**config.mk**
```make
export PLATFORM = sky130hd
export DESIGN_NAME = execute_stage
export DESIGN_NICKNAME = d
export VERILOG_FILES = /design/src/rtl/mips_pkg.sv /design/src/rtl/alu_core.sv /design/src/rtl/execute_stage.sv
export SDC_FILE = /design/constraint.sdc
export NUM_CORES = 1
export LEC_CHECK = 0
export CELL_PAD_IN_SITES_DETAIL_PLACEMENT = 1
export CELL_PAD_IN_SITES_GLOBAL_PLACEMENT = 2
export CORE_AREA = 2 2 148 207
export CTS_CLUSTER_SIZE = 30
export DETAILED_ROUTE_END_ITERATION = 10
export DIE_AREA = 0 0 150 209
export PLACE_DENSITY = 0.95
export SETUP_SLACK_MARGIN = 0.3
export SLEW_MARGIN = 30
export SYNTH_ARGS = -nofsm -noshare
export SYNTH_HDL_FRONTEND = slang
export SYNTH_SLANG_ARGS = --single-unit
```
**constraint.sdc**
```tcl
create_clock -name clk -period 7.8 [get_ports clk]
set_clock_uncertainty 0.1 [all_clocks]
set_input_delay 1.95 -clock clk [delete_from_list [all_inputs] [get_ports clk]]
set_output_delay 1.95 -clock clk [all_outputs]
set_load 0.03 [all_outputs]
```
**src/rtl/mips_pkg.sv**
```systemverilog
// Shared definitions for the MIPS pipeline: datapath widths, ALU operation
// codes, forwarding select codes and the memory-stage control bundle.
package mips_pkg;

  localparam int unsigned DATA_W     = 32;
  localparam int unsigned ALU_CTRL_W = 3;
  localparam int unsigned OP_W       = 5;
  localparam int unsigned FWD_W      = 2;

  // ALU control codes; any other code yields result 0, no overflow.
  typedef enum logic [ALU_CTRL_W-1:0] {
    ALU_AND = 3'b000,
    ALU_OR  = 3'b001,
    ALU_ADD = 3'b010,
    ALU_SUB = 3'b110,
    ALU_SLT = 3'b111
  } alu_op_e;

  // Operand source selects; 2'b11 is never generated and falls back to RF.
  typedef enum logic [FWD_W-1:0] {
    FWD_RF  = 2'b00,
    FWD_WB  = 2'b01,
    FWD_MEM = 2'b10
  } fwd_sel_e;

  // Controls carried from EX into the memory stage.
  typedef struct packed {
    logic reg_write;
    logic mem2reg;
    logic mem_wr;
  } mem_ctrl_t;

endpackage

```
**src/rtl/alu_core.sv**
```systemverilog
// Combinational ALU for the execute stage.
// Ports:
//   src_a, src_b  operands
//   alu_control   operation code (see mips_pkg::alu_op_e)
//   result        AND/OR/ADD/SUB/SLT result, 0 for unused codes
//   ovf           signed overflow of ADD/SUB, 0 otherwise
module alu_core
  import mips_pkg::*;
#(
  parameter int unsigned data_width     = DATA_W,
  parameter int unsigned alu_ctrl_width = ALU_CTRL_W
) (
  input  logic [data_width-1:0]     src_a,
  input  logic [data_width-1:0]     src_b,
  input  logic [alu_ctrl_width-1:0] alu_control,
  output logic [data_width-1:0]     result,
  output logic                      ovf
);

  localparam int unsigned MSB = data_width - 1;

  logic [data_width-1:0] w_sum;
  logic [data_width-1:0] w_diff;
  logic                  w_lt;

  assign w_sum  = src_a + src_b;
  assign w_diff = src_a - src_b;
  assign w_lt   = $signed(src_a) < $signed(src_b);

  // Operation select; overflow looks only at operand and result sign bits.
  always_comb begin
    result = '0;
    ovf    = 1'b0;
    case (alu_control)
      alu_ctrl_width'(ALU_AND): result = src_a & src_b;
      alu_ctrl_width'(ALU_OR):  result = src_a | src_b;
      alu_ctrl_width'(ALU_ADD): begin
        result = w_sum;
        ovf    = (src_a[MSB] == src_b[MSB]) && (w_sum[MSB] != src_a[MSB]);
      end
      alu_ctrl_width'(ALU_SUB): begin
        result = w_diff;
        ovf    = (src_a[MSB] != src_b[MSB]) && (w_diff[MSB] != src_a[MSB]);
      end
      alu_ctrl_width'(ALU_SLT): result = {{(data_width-1){1'b0}}, w_lt};
      default: begin
        result = '0;
        ovf    = 1'b0;
      end
    endcase
  end

endmodule

```
**src/rtl/execute_stage.sv**
```systemverilog
// MIPS execute stage: MEM/WB operand forwarding, ALU, destination select and
// the EX/MEM pipeline register.
// Ports:
//   clk, reset                 clock, async active-high reset of EX/MEM
//   *_e                        ID/EX pipeline register contents
//   reg_write_w/write_reg_w/result_w  writeback-stage write port
//   write_reg_e, forward_ae/be combinational destination and forward selects
//   *_m, ovf_m                 EX/MEM pipeline register outputs
module execute_stage
  import mips_pkg::*;
#(
  parameter int unsigned data_width     = DATA_W,
  parameter int unsigned alu_ctrl_width = ALU_CTRL_W,
  parameter int unsigned op_width       = OP_W
) (
  input  logic                      clk,
  input  logic                      reset,
  input  logic                      reg_write_e,
  input  logic                      mem2reg_e,
  input  logic                      mem_wr_e,
  input  logic                      alu_src_e,
  input  logic                      reg_dst_e,
  input  logic [alu_ctrl_width-1:0] alu_control_e,
  input  logic [data_width-1:0]     rd1_e,
  input  logic [data_width-1:0]     rd2_e,
  input  logic [op_width-1:0]       rse,
  input  logic [op_width-1:0]       rte,
  input  logic [op_width-1:0]       rde,
  input  logic [data_width-1:0]     sign_extend_e,
  input  logic                      reg_write_w,
  input  logic [op_width-1:0]       write_reg_w,
  input  logic [data_width-1:0]     result_w,
  output logic [op_width-1:0]       write_reg_e,
  output logic [1:0]                forward_ae,
  output logic [1:0]                forward_be,
  output logic                      reg_write_m,
  output logic                      mem2reg_m,
  output logic                      mem_wr_m,
  output logic [data_width-1:0]     alu_out_m,
  output logic [data_width-1:0]     write_data_m,
  output logic [op_width-1:0]       write_reg_m,
  output logic                      ovf_m
);

  mem_ctrl_t             r_ctrl;
  logic [data_width-1:0] r_alu_out;
  logic [data_width-1:0] r_write_data;
  logic [op_width-1:0]   r_write_reg;
  logic                  r_ovf;

  logic [data_width-1:0] w_src_a;
  logic [data_width-1:0] w_fwd_b;
  logic [data_width-1:0] w_src_b;
  logic [data_width-1:0] w_alu_result;
  logic                  w_alu_ovf;
  logic                  w_mem_hit_a;
  logic                  w_mem_hit_b;
  logic                  w_wb_hit_a;
  logic                  w_wb_hit_b;

  assign write_reg_e = reg_dst_e ? rde : rte;

  // Register 0 is hardwired, so a write to it is never a forwarding source.
  assign w_mem_hit_a = r_ctrl.reg_write && (r_write_reg != '0) && (r_write_reg == rse);
  assign w_mem_hit_b = r_ctrl.reg_write && (r_write_reg != '0) && (r_write_reg == rte);
  assign w_wb_hit_a  = reg_write_w && (write_reg_w != '0) && (write_reg_w == rse);
  assign w_wb_hit_b  = reg_write_w && (write_reg_w != '0) && (write_reg_w == rte);

  // Forward selects: the younger MEM result wins over WB.
  always_comb begin
    forward_ae = FWD_RF;
    forward_be = FWD_RF;
    if (w_mem_hit_a)     forward_ae = FWD_MEM;
    else if (w_wb_hit_a) forward_ae = FWD_WB;
    if (w_mem_hit_b)     forward_be = FWD_MEM;
    else if (w_wb_hit_b) forward_be = FWD_WB;
  end

  // Operand muxes; the unused 2'b11 select falls back to register-file data.
  always_comb begin
    w_src_a = rd1_e;
    w_fwd_b = rd2_e;
    case (forward_ae)
      FWD_WB:  w_src_a = result_w;
      FWD_MEM: w_src_a = r_alu_out;
      default: w_src_a = rd1_e;
    endcase
    case (forward_be)
      FWD_WB:  w_fwd_b = result_w;
      FWD_MEM: w_fwd_b = r_alu_out;
      default: w_fwd_b = rd2_e;
    endcase
  end

  assign w_src_b = alu_src_e ? sign_extend_e : w_fwd_b;

  alu_core #(
    .data_width     (data_width),
    .alu_ctrl_width (alu_ctrl_width)
  ) u_alu (
    .src_a       (w_src_a),
    .src_b       (w_src_b),
    .alu_control (alu_control_e),
    .result      (w_alu_result),
    .ovf         (w_alu_ovf)
  );

  // EX/MEM pipeline register; store data is the forwarded B operand.
  always_ff @(posedge clk or posedge reset) begin
    if (reset) begin
      r_ctrl       <= '0;
      r_alu_out    <= '0;
      r_write_data <= '0;
      r_write_reg  <= '0;
      r_ovf        <= 1'b0;
    end else begin
      r_ctrl       <= '{reg_write: reg_write_e, mem2reg: mem2reg_e, mem_wr: mem_wr_e};
      r_alu_out    <= w_alu_result;
      r_write_data <= w_fwd_b;
      r_write_reg  <= write_reg_e;
      r_ovf        <= w_alu_ovf;
    end
  end

  assign reg_write_m  = r_ctrl.reg_write;
  assign mem2reg_m    = r_ctrl.mem2reg;
  assign mem_wr_m     = r_ctrl.mem_wr;
  assign alu_out_m    = r_alu_out;
  assign write_data_m = r_write_data;
  assign write_reg_m  = r_write_reg;
  assign ovf_m        = r_ovf;

endmodule
```
Yosys cells after proc, flatten, opt, wreduce, memory -nomap -nowiden
Index checks and enable logic that the tools add are counted.
Widths: inputs -> output; s select.
{"block": "totals", "register_bits": 73, "rom_bits": 0, "input_bits": 159, "wordCells": 49, "latch_bits": 0, "output_inout_bits": 82, "ram_bits": 0, "mem_count": 0}
{"block": "classes", "bitwise": 2, "order_cmp": 1, "div_mod_pow": 0, "shifts": 0, "mul": 0, "add_sub_neg": 2, "n_mux": 10, "eq_ne": 16, "reduce_logical": 11}
{"op": "$pmux 32 s5", "n": 1}
{"op": "$pmux 32 s2", "n": 2}
{"op": "$add 32x32->32", "n": 1}
{"op": "$and 32x32->32", "n": 1}
{"op": "$lt 32x32->1", "n": 1}
{"op": "$mux 32", "n": 1}
{"op": "$or 32x32->32", "n": 1}
{"op": "$sub 32x32->32", "n": 1}
{"op": "$eq 5x5->1", "n": 4}
{"op": "$reduce_bool 5->1", "n": 2}
{"op": "$logic_and 1x1->1", "n": 8}
{"op": "$eq 3x3->1 const B", "n": 2}
{"op": "$mux 5", "n": 1}
{"op": "$eq 2x1->1 const B", "n": 2}
{"op": "$eq 2x2->1 const B", "n": 2}
{"op": "$mux 2", "n": 2}
{"op": "$eq 3x1->1 const B", "n": 1}
{"op": "$eq 3x2->1 const B", "n": 1}
{"op": "$logic_not 3->1", "n": 1}
{"op": "$ne 1x1->1", "n": 3}
{"op": "$mux 1", "n": 2}
{"op": "$pmux 1 s2", "n": 1}
{"op": "$eq 1x1->1", "n": 1}

Depth between registers and ports, before layout
Gate-level depths: netlist of run 1.
{"block": "depth", "depth_word": 12, "ltp_mapped": 20, "mapped_depth_nobuf": 18}

By module
Synthesis of run 1 repeated with hierarchy kept, for this count alone.
{"block": "hier_totals", "hier_cells": 1158, "hier_area_um2": 9167.5}
{"mod": "alu_core", "cells_per_inst": 718, "seq_area_each_um2": 0.0, "n_inst": 1, "area_each_um2": 4769.6}
{"mod": "execute_stage", "cells_per_inst": 440, "seq_area_each_um2": 1826.8, "n_inst": 1, "area_each_um2": 4398.0}

Least setup slack after synthesis of run 1
OpenSTA, ideal clock, no wires.
{"block": "synth_timing", "kind": "in2reg", "start": "in write_reg_w[1]", "end": "reg r_alu_out[30] (netlist: alu_out_m[30])", "required_time_ns": 7.572, "setup_time_ns": 0.128, "slack_ns": 1.874, "path_buffers": 1, "stages": 19, "t_arrival_ns": 5.698, "cell_sequence": "or4_1 > o21ai_2 > nor4_4 > buf_2 > mux2i_1 > o21ai_1 > mux2_2 > ha_1 > inv_1 > fa_1 > nand2b_1 > a21oi_1 > o21ai_0 > a31oi_1 > a31oi_2 > o31a_1 > o22ai_1 > mux2i_1 > nand3_1"}
{"block": "synth_between", "elab_chain_len": 10, "word_cells_on_any_way": 22, "classes_between": "2 x add/sub; 6 x eq/ne; 8 x mux; 2 x bitwise; 4 x reduce/logical"}
{"item": "from (decl)", "line_no": "execute_stage.sv:31", "rtl": "input logic [op_width-1:0] write_reg_w,"}
{"item": "$reduce_bool 5->1", "line_no": "execute_stage.sv:67", "rtl": "assign w_wb_hit_b = reg_write_w && (write_reg_w != '0) && (write_reg_w == rte);"}
{"item": "$logic_and 1x1->1", "line_no": "execute_stage.sv:67"}
{"item": "$logic_and 1x1->1 *", "line_no": "execute_stage.sv:67"}
{"item": "$mux 1 *", "line_no": "execute_stage.sv:76", "rtl": "else if (w_wb_hit_b) forward_be = FWD_WB;"}
{"item": "$mux 2 *", "line_no": "execute_stage.sv:75", "rtl": "if (w_mem_hit_b) forward_be = FWD_MEM;"}
{"item": "$eq 2x2->1 / $eq 2x1->1 (equally long branches)", "line_no": "execute_stage.sv:88", "rtl": "case (forward_be)"}
{"item": "$pmux 32 s2 *", "line_no": "execute_stage.sv:88"}
{"item": "via w_fwd_b[0]", "line_no": "execute_stage.sv:52", "rtl": "logic [data_width-1:0] w_fwd_b;"}
{"item": "$mux 32 *", "line_no": "execute_stage.sv:95", "rtl": "assign w_src_b = alu_src_e ? sign_extend_e : w_fwd_b;"}
{"item": "$sub 32x32->32 / $add 32x32->32 (equally long branches)", "line_no": "alu_core.sv:27, alu_core.sv:26"}
{"item": "$pmux 32 s5 *", "line_no": "alu_core.sv:34", "rtl": "case (alu_control)"}
{"item": "via u_alu.result[30]", "line_no": "alu_core.sv:16", "rtl": "output logic [data_width-1:0] result,"}
{"item": "to (signal assigned)", "line_no": "execute_stage.sv:118", "rtl": "r_alu_out <= w_alu_result;"}
{"item": "to (decl)", "line_no": "execute_stage.sv:46", "rtl": "logic [data_width-1:0] r_alu_out;"}
Mark *: on every way through the listed nets, which the timed path passes. The rest lies on a longest branch.

Worst setup path after layout of run 1
Same ends and word-level chain as after synthesis.

==> flow_results.org, run 1 <==
** Run status
- The run finished with clean final reports.

** Synthesis
- Warnings from Yosys :: 0
- Number of flops mapped to enable cells by yosys :: 0
- Leading register cell type out of synthesis :: dfrtp_1
- Synthesis produced a netlist with a net count of ~1400.
- After synthesis, the share of flip-flops with an asynchronous set or reset is 1.000.
- #FFs+latches synth :: 73
- Number of standard cells after synthesis :: approximately 1100
- Synthesized area per cell :: 7.908 µm²
- Area of the mapped netlist :: ~8700 µm²
- Sequential element share of the synthesized area :: 0.2092
- Count of distinct cell types in the synthesized netlist :: 71

** Critical path
- Path type of the worst setup path :: in2reg
- Data arrives at the worst endpoint at 6.95 ns.
- The worst setup path is captured at a flop.
- Data on the critical path is required at its endpoint by 7.95 ns.
- The worst setup path is launched from an input port.
- Max Fanout on Critical Path :: 33

** Drt
- Remaining design rule violation count :: 0
- Post-route ant nets :: 0
- Vias per std cell :: 5.276
- The final layout contains routed wiring with a total length of around 34 mm.
- Routed WL per cell :: approximately 20 µm
- Number of search-and-repair iterations in the first detailed-routing pass :: 5
- Overall via count from detail_route :: approximately 8900
- Count of routing violations after the opening detailed-route iteration :: about 450

** Timing
- Achievable Freq :: between 100 and 150 MHz
- Number of hold violations in the final report :: 0
- Adding up every negative setup slack in the final design gives 0 ns.
- Total count of max-transition violations in the final report :: 0
- For the pin with the worst max-slew slack, the measured transition is roughly 0.9 ns.
- Worst slew margin relative to its limit :: 0.4050
- Setup repair after global routing left no endpoint under its margin.
- Period utilization :: 0.8725
- Final critical-path required period :: slightly below 7 ns
- Worst hold slack across all endpoints :: approximately 0.45 ns
- Setup violations remaining at the end of the flow were counted as 0.

** Cells and area
- Final Non-Filler Cells :: approximately 1700
- Antenna cells :: 0
- Fill count :: roughly 3600
- Multi-input gate area in the final layout :: roughly 6200 µm²
- In the final layout, flip-flops and latches occupy ~1800 µm².
- With fillers left out, the area of the finished cells amounts to 11840 µm².
- Layout overhead on the synthesized area :: 35.58%
- Fraction of layout instances using a drive strength above 1 :: 0.07557
- Total number of nets in the final design :: between 1500 and 2000

** Clock network
- The H-tree was split into 3 levels.
- Deepest clock path buffer count :: 2
- After clock tree synthesis, the clock-pin slew on the worst setup and hold paths is about 0.070 ns.
- CTS hold repair buffers :: 0
- Clock Sink Count :: 73
- TritonCTS built the clock tree.
- The clock reaches the later pin of the worst-skew pair after 0.37 ns.
- In this run, CTS created clock tree buffers numbering 9.
- Post-cts sizing count :: 0
- Root buffer cell :: clkbuf_16
- Post-CTS timing repair inserted 0 buffers for setup.

** Floorplanning
- The floorplan step defined a die boundary enclosing around 31000 µm².
- Vertical die dimension :: between 200 and 250 µm
- Row generation in the floorplan step produced 75 rows.
- In this run the count of I/O pins placed on the die edge is around 240.
- Core area :: a little under 30000 µm²
- From left edge to right edge, the die measures about 150 µm.
- For this configuration, the core starts out at a cell density of 0.2944.

** Global route
- After global routing the overflow that remains totals 0.
- The number of antenna violations at the first check in global routing came to 0.
- The first global-routing pass estimated 52.63 mm of wire.
- Global Route Usage Sum :: 0.2138
- Maximum number of pins on one net before global-route repair :: between 60 and 70
- Number of global-route vias before repair :: roughly 9800

** Placement
- In this run the tool buffered the top-level ports with 240 buffer cells.
- Once placement completed, the tool counted placed cells totaling between 1500 and 2000.
- Placer's final routability congestion estimate :: 0.9243
- After detailed placement, the total cell area comes to ~11000 µm².
- HPWL Detailed :: around 26 mm

** Power
- Max VDD drop :: between 0.08 and 0.09 mV
- In this run the static leakage power is between 0.004 and 0.005 µW.
- Power density of the placed cells :: 157.5 nW/µm²

** Min path
- Class of the tightest hold or removal check :: reg2reg

** Job
- The tool flagged a number of max-cap violations equal to 0.
registers in the layout (all words and copies together), names as in the netlist:
| register | count |
|---|---|
| ovf_m | 1 |
| alu_out_m | 32 |
| mem2reg_m | 1 |
| write_data_m | 32 |
| write_reg_m | 5 |
| mem_wr_m | 1 |
| reg_write_m | 1 |
metal layers:
layer / track usage / up-vias / share of wire
li1: - / 4290 / -
met5: 0 / - / 0
met2: 0.4021 / 228 / 0.53
met3: 0.02620 / 56 / 0.037
met1: 0.2416 / 4369 / 0.40
met4: 0.08035 / 0 / 0.032
worst paths after layout:
kind                                               start                         end  slack [ns]  cells after the start
worst max register to register  write_reg_m[0]$_DFF_PP0_     alu_out_m[30]$_DFF_PP0_        2.67                     18
worst min register to register   alu_out_m[21]$_DFF_PP0_  write_data_m[21]$_DFF_PP0_        0.45                      2
worst max-delay path                      write_reg_w[1]     alu_out_m[30]$_DFF_PP0_        0.99                     20
max in group asynchronous                          reset     alu_out_m[15]$_DFF_PP0_        4.68                      3
min in group asynchronous                          reset  write_data_m[28]$_DFF_PP0_        1.90                      2
worst min-delay path             alu_out_m[21]$_DFF_PP0_  write_data_m[21]$_DFF_PP0_        0.45                      2
kinds of logic after synthesis:
logic type / synth area share
muxes: 0.1310
and+or+nand+nor: 0.1469
DFF: 0.2092
adders and majority gates: 0.1422
AOI/OAI and AO/OA: 0.2439
xor gates and xnor gates: 0.04915
buffers and inverters: 0.07767
metrics by stage:
stage / util / total power, µW / worst slack, ns
2_1_floorplan: - / 1017 / 1.874
3_3_place_gp: 0.3870 / 1336 / 0.6530
3_5_place_dp: 0.3870 / 1352 / 0.5464
4_1_cts: 0.3989 / 1879 / 0.9113
5_1_grt: 0.3992 / 1976 / 0.6872
6_report: 0.3992 / 1864 / 0.9947
report_power, final:
part	total [µW]	switching, µW	internal, µW
clock	515	193	323
sequential	449	31.2	418
combinational	900	523	377
total	1860	747	1120
cell usage in the layout (no fill, tap or decap), drive strengths merged, types with 10 or more instances in the layout:
cell	netlist	final
clkbuf	42	10
o21ai	113	113
nor2	53	53
buf	25	20
o21bai	13	13
a31oi	16	16
nor2b	15	15
xor2	12	12
nand3	14	14
ha	96	96
dfrtp	73	73
a21oi	74	74
a211oi	16	16
nand2b	13	13
mux2i	76	76
inv	100	100
nand4	11	11
clkdlybuf4s50	0	237
o22ai	31	31
nor3	16	16
mux2	34	34
xnor2	37	37
o21a	18	18
nand2	113	113
synthesized netlist by cell type (3+ instances only):
| library cell | n | area, µm² |
|---|---|---|
| nand2_1 | 112 | 420.4 |
| inv_1 | 99 | 371.6 |
| ha_1 | 96 | 1201 |
| o21ai_0 | 95 | 475.5 |
| mux2i_1 | 76 | 760.7 |
| dfrtp_1 | 73 | 1827 |
| a21oi_1 | 72 | 360.4 |
| nor2_1 | 53 | 198.9 |
| clkbuf_1 | 42 | 157.7 |
| xnor2_1 | 37 | 324.1 |
| mux2_2 | 34 | 382.9 |
| o22ai_1 | 31 | 193.9 |
| o21a_1 | 18 | 135.1 |
| o21ai_1 | 16 | 80.08 |
| nor2b_1 | 15 | 93.84 |
| nor3_1 | 15 | 75.07 |
| a31oi_1 | 14 | 87.58 |
| nand3_1 | 14 | 70.07 |
| nand2b_1 | 13 | 81.33 |
| o21bai_1 | 13 | 97.59 |
| xor2_1 | 12 | 105.1 |
| a211oi_1 | 11 | 82.58 |
| buf_2 | 11 | 55.05 |
| nand4_1 | 11 | 68.82 |
| a21o_1 | 9 | 67.56 |
| a22oi_1 | 8 | 60.06 |
| buf_4 | 8 | 60.06 |
| o211ai_1 | 8 | 60.06 |
| or4_1 | 6 | 45.04 |
| a211oi_2 | 5 | 62.56 |
| buf_1 | 5 | 18.77 |
| or3_1 | 5 | 31.28 |
| nor4_1 | 4 | 25.02 |
| o221ai_1 | 4 | 35.03 |
| o31ai_1 | 4 | 30.03 |
| or2_2 | 4 | 25.02 |
| a32oi_1 | 3 | 26.28 |
| nand3b_1 | 3 | 22.52 |
area by class of cell:
class | instances | share of cell area
well taps | 385 | 0.04069
clock buffers | 10 | 0.02019
multi-input cells | 864 | 0.5277
flip-flops and latches | 73 | 0.1543
repair buffers | 257 | 0.2156
clock inverters | 6 | 0.009618
inverters | 100 | 0.03181
worst max-delay path: stages:
cell             delay (ns)
clkdlybuf4s50_1        0.47
or4_1                  0.57
o21ai_2                0.26
nor4_4                 0.09
buf_12                 0.21
mux2i_1                0.15
o21ai_1                0.16
mux2_2                 0.21
ha_1                   0.25
inv_1                  0.09
fa_1                   0.44
nand2b_1               0.18
a21oi_1                0.33
o21ai_0                0.25
a31oi_1                0.26
a31oi_2                0.16
o31a_1                 0.33
o22ai_1                0.26
mux2i_1                0.23
nand3_1                0.08
(Power assumes the default switching activity.)
==> run 2: changes to the inputs <==
--- a/config.mk
+++ b/config.mk
@@ -5,13 +5,14 @@
 export SDC_FILE = /design/constraint.sdc
 export NUM_CORES = 1
 export LEC_CHECK = 0
+export ABC_AREA = 1
 export CELL_PAD_IN_SITES_DETAIL_PLACEMENT = 1
 export CELL_PAD_IN_SITES_GLOBAL_PLACEMENT = 2
-export CORE_AREA = 2 2 148 207
+export CORE_AREA = 2 2 169 238
 export CTS_CLUSTER_SIZE = 30
 export DETAILED_ROUTE_END_ITERATION = 10
-export DIE_AREA = 0 0 150 209
-export PLACE_DENSITY = 0.95
+export DIE_AREA = 0 0 171 240
+export PLACE_DENSITY = 0.88
 export SETUP_SLACK_MARGIN = 0.3
 export SLEW_MARGIN = 30
 export SYNTH_ARGS = -nofsm -noshare
==> run 2 against run 1 <==
Effect of this change: die area rose by 31%; register-to-register slack better by 0.59 ns; synthesized cell count rose by 72%; via count increased by 45%; worst hold slack better by 0.077 ns; combinational power up 16%; final cell count increased by 56%; wire length up 59%; design area rose by 18%; setup slack improved by 0.35 ns; maximum frequency grew 5.4%; area after synthesis up 24%; critical endpoint is now forward_ae[1].
==> flow_results.org, run 2 <==
** Run status
- The run finished with clean final reports.

** Cells and area
- The share of final-layout standard cells stronger than drive strength 1 came to 0.05592 (-0.01965).
- The number of standard cells in the layout, taps in and fillers out was 2638 (+56%).
- Most common library cell in the layout ignoring fill and taps :: nand2_1
- Leaving out fill and tap cells, the most frequent cells in the layout are nand2_1, inv_1, clkdlybuf4s50_1, nor2_1, nand3_1.
- Relative to the synthesized area, the layout overhead comes to 29.64%.
- The net count of the finished layout was 2362 (+51%).
- Antenna cells :: 0 (unchanged)

** Synthesis
- The synthesized netlist net count came to 2158 (+59%).
- The cell area after synthesis came to 10790 µm² (+24%).
- The number of distinct standard cells referenced by the synthesized netlist came to 43 (-39%).
- The register area share after synthesis is 0.1694 (-0.03986).
- The yosys synthesis warning count came to 0 (unchanged).
- The fraction of synthesis flops using an asynchronous set or reset pin came to 1.000 (unchanged).
- Sorting the synthesized cells by area gives the leading types as nand2_1, dfrtp_1, inv_1.
- The post-synthesis instance total came to 1901 (+72%).
- Among all cell types in the netlist, the one instantiated most often is nand2_1.
- Number of flops mapped to enable cells by yosys :: 0 (unchanged)
- The most used flip-flop cell after synthesis is dfrtp_1.
- Synthesized area per cell :: 5.674 µm² (-28%)
- Top post-synthesis cells by count :: nand2_1, inv_1, nor2_1
- Area share of the largest cell type after synthesis :: 0.2220 (+0.01281)
- Post-synthesis cell type with the largest combined area :: nand2_1
- #FFs+latches synth :: 73 (unchanged)

** Global route
- Maximum number of pins on one net before global-route repair :: 42 (-37%)
- The number of global-route vias before repair is 13697 (+40%).
- Overflow after GRT :: 0 (unchanged)
- The global-route wire length before repair is 80.01 mm (+52%).
- Number of antenna violations at the first check in global routing :: 0 (unchanged)
- Global Route Usage Sum :: 0.2584 (+0.04464)

** Power
- Static leakage :: 0.007498 µW (+57%)
- Switching power :: 944.1 µW (+26%)
- Power density of the placed cells :: 143.5 nW/µm² (-8.9%)
- Internal power consumption :: 1063 µW (-4.9%)
- Total power draw :: 2007 µW (+7.7%)
- The worst ir drop on vdd came to 0.08373 mV (-0.13%).
- The logic gate share of total power was 0.520 (+0.037).
- The proportion of power drawn by flip-flops and latches is 0.224 (-0.017).
- Switching part of the total power :: 0.4705 (+0.06992)
- The clock share of power came to 0.256 (-0.020).

** Timing
- The achievable frequency came to 154.8 MHz (+5.4%).
- Slew at the pin with the worst max-slew slack :: 0.9559 ns (+0.06618 ns)
- The sum of negative setup slack is 0 ns (unchanged).
- Total count of max-transition violations in the final report :: 0 (unchanged)
- The final count of negative-setup-slack endpoints was 0 (unchanged).
- Final critical-path required period :: 6.459 ns (-0.3459 ns)
- The hold slack came to 0.5255 ns (+0.07732 ns).
- The final-report hold violation count came to 0 (unchanged).
- Worst slew margin relative to its limit :: 0.3604 (-0.04461)
- The ratio of final minimum period to clock period came to 0.8281 (-0.04435).
- Unrepaired setup endpoints after global routing :: false

** Job
- The number of max-cap violations came to 0 (unchanged).

** Min path
- Worst Hold End :: write_data_m[1]$_DFF_PP0_
- The worst hold path begins at alu_out_m[1]$_DFF_PP0_.
- In this run the worst hold path is classified as reg2reg.
- The instance count along the most critical hold path is 2 (unchanged).

** Placement
- The post-DP HPWL came to 44.37 mm (+69%).
- Placed Instances :: 2622 (+56%)
- Placer's final routability congestion estimate :: 0.9490 (+2.7%)
- Number of buffers added on ports :: 240 (unchanged)

** Clock network
- Root buffer cell :: clkbuf_16
- Clock tree from TritonCTS :: done
- The post-CTS clock slew at the launch and capture registers of the worst setup and hold paths came to 0.07 ns (about the same).
- The number of buffers inserted to repair setup after CTS is 0 (unchanged).
- The insertion delay of the later-clocked pin in the worst-skew pair is 0.38 ns (about the same).
- H-tree lvl count :: 3 (unchanged)
- The number of buffers between clock root and the deepest sink came to 2 (unchanged).
- CTS Buf Count :: 9 (unchanged)
- The total of cells resized after clock tree synthesis came to 0 (unchanged).
- The hold-fix buffer count after cts is 0 (unchanged).
- Clock Sink Count :: 73 (unchanged)

** Drt
- The total wire length after detailed routing is 53.28 mm (+59%).
- The routed length per instance was 20.20 µm (+2.1%).
- The via density per instance is 4.913 (-6.9%).
- Remaining design rule violation count :: 0 (unchanged)
- Number of search-and-repair iterations in the first detailed-routing pass :: 5 (unchanged)
- The count of routing violations after the opening detailed-route iteration is 718 (+60%).
- The antenna violation net count after detailed routing was 0 (unchanged).
- Overall via count from detail_route :: 12961 (+45%)

** Critical path
- The critical path is of the in2out type.
- STA classifies the critical path startpoint as an input port.
- The worst register-to-register path ends at alu_out_m[28]$_DFF_PP0_.
- Max Fanout on Critical Path :: 20 (-39%)
- The worst register-to-register path begins at write_reg_m[1]$_DFF_PP0_.
- The worst path required time came to 5.75 ns (-2.20 ns).
- Worst reg-to-reg path cell count :: 20 (+2)
- Critical Path Sink Type :: output port
- The worst endpoint data arrival time came to 4.41 ns (-2.54 ns).
- The worst-case register-to-register setup slack came to 3.26 ns (+0.59 ns).

** Floorplanning
- The die height is 240 µm (+15%).
- Core area :: 38950 µm² (+31%)
- Die footprint :: 41040 µm² (+31%)
- The number of placement rows came to 86 (+15%).
- The I/O pin total is 241 (unchanged).
- Initial core utilization :: 0.2769 (-0.01754)
- The die outline width is 171 µm (+14%).
[run 2: cell count changes after synthesis, moves of 18 or more]
cell      before  now
nand2_1      112  638
inv_1         99  346
nand3_1       14  140
nor2_1        53  166
mux2i_1       76    0
or2_2          4   44
nand4_1       11   50
xnor2_1       37    3
mux2_2        34    2
o21ai_0       95   63
clkbuf_1      42   21
o21a_1        18    0
[run 2: through the flow]
stage,setup slack (ns),cell area (µm²),utilization
after floorplan,2.891,10790,-
after global placement,1.334,13650,0.3505
after detailed placement,1.323,13650,0.3505
after CTS,1.314,13980,0.3590
after global routing,1.224,13980,0.3590
final,1.341,13980,0.3590
[run 2: metal layers]
metal  share of wire  global-route usage  wire length, µm
met1            0.44              0.3215            23220
met2            0.49              0.4599            26230
met3           0.036             0.02156             1906
met4           0.036             0.09759             1925
met5               0                   0                0
[run 2: worst max path at each step]
stage               slack, ns  startpoint             end  depth (start not counted)
CTS                      1.31      rse[0]   forward_ae[1]                         10
finish                   1.34      rse[0]   forward_ae[1]                         10
detailed placement       1.32      rse[0]   forward_ae[1]                         10
global placement         1.33      rse[4]   forward_ae[1]                          7
floorplan                2.89   reg_dst_e  write_reg_e[0]                          2
global route             1.22      rte[0]   forward_be[1]                          9
[run 2: critical path, cell delays in order]
cell             delay (ns)
clkdlybuf4s50_1        0.46
inv_1                  0.09
nand2_1                0.05
nand2_1                0.05
nand2_1                0.05
nor2_1                 0.16
nand3b_4               0.24
buf_4                  0.30
inv_1                  0.30
clkdlybuf4s50_1        0.74
[run 2: logic make-up after synthesis]
| logic type | share of synthesized area |
|---|---|
| buffers and inverters | 0.1539 |
| xor gates and xnor gates | 0.008933 |
| DFF | 0.1694 |
| muxes | 0.002088 |
| and+or+nand+nor | 0.4552 |
| AOI/OAI and AO/OA | 0.09536 |
| adders and majority gates | 0.1151 |
[run 2: area by class of cell]
cell class | instances | area (µm²)
fill | 5238 | 24970
clock buffer | 10 | 239.0
sequential | 73 | 1827
timing repair buffer | 258 | 2550
tap | 528 | 660.6
clock inverter | 6 | 91.34
inverter | 348 | 1308
multi-input combinational | 1415 | 7307
[run 2: power groups by stage]
stage	Combinational, µW	Clock [µW]	Sequential (µW)
2_1_floorplan	530	0	522
3_3_place_gp	1020	0	456
3_5_place_dp	1030	0	457
4_1_cts	1040	522	449
5_1_grt	1140	536	452
6_report	1040	513	449
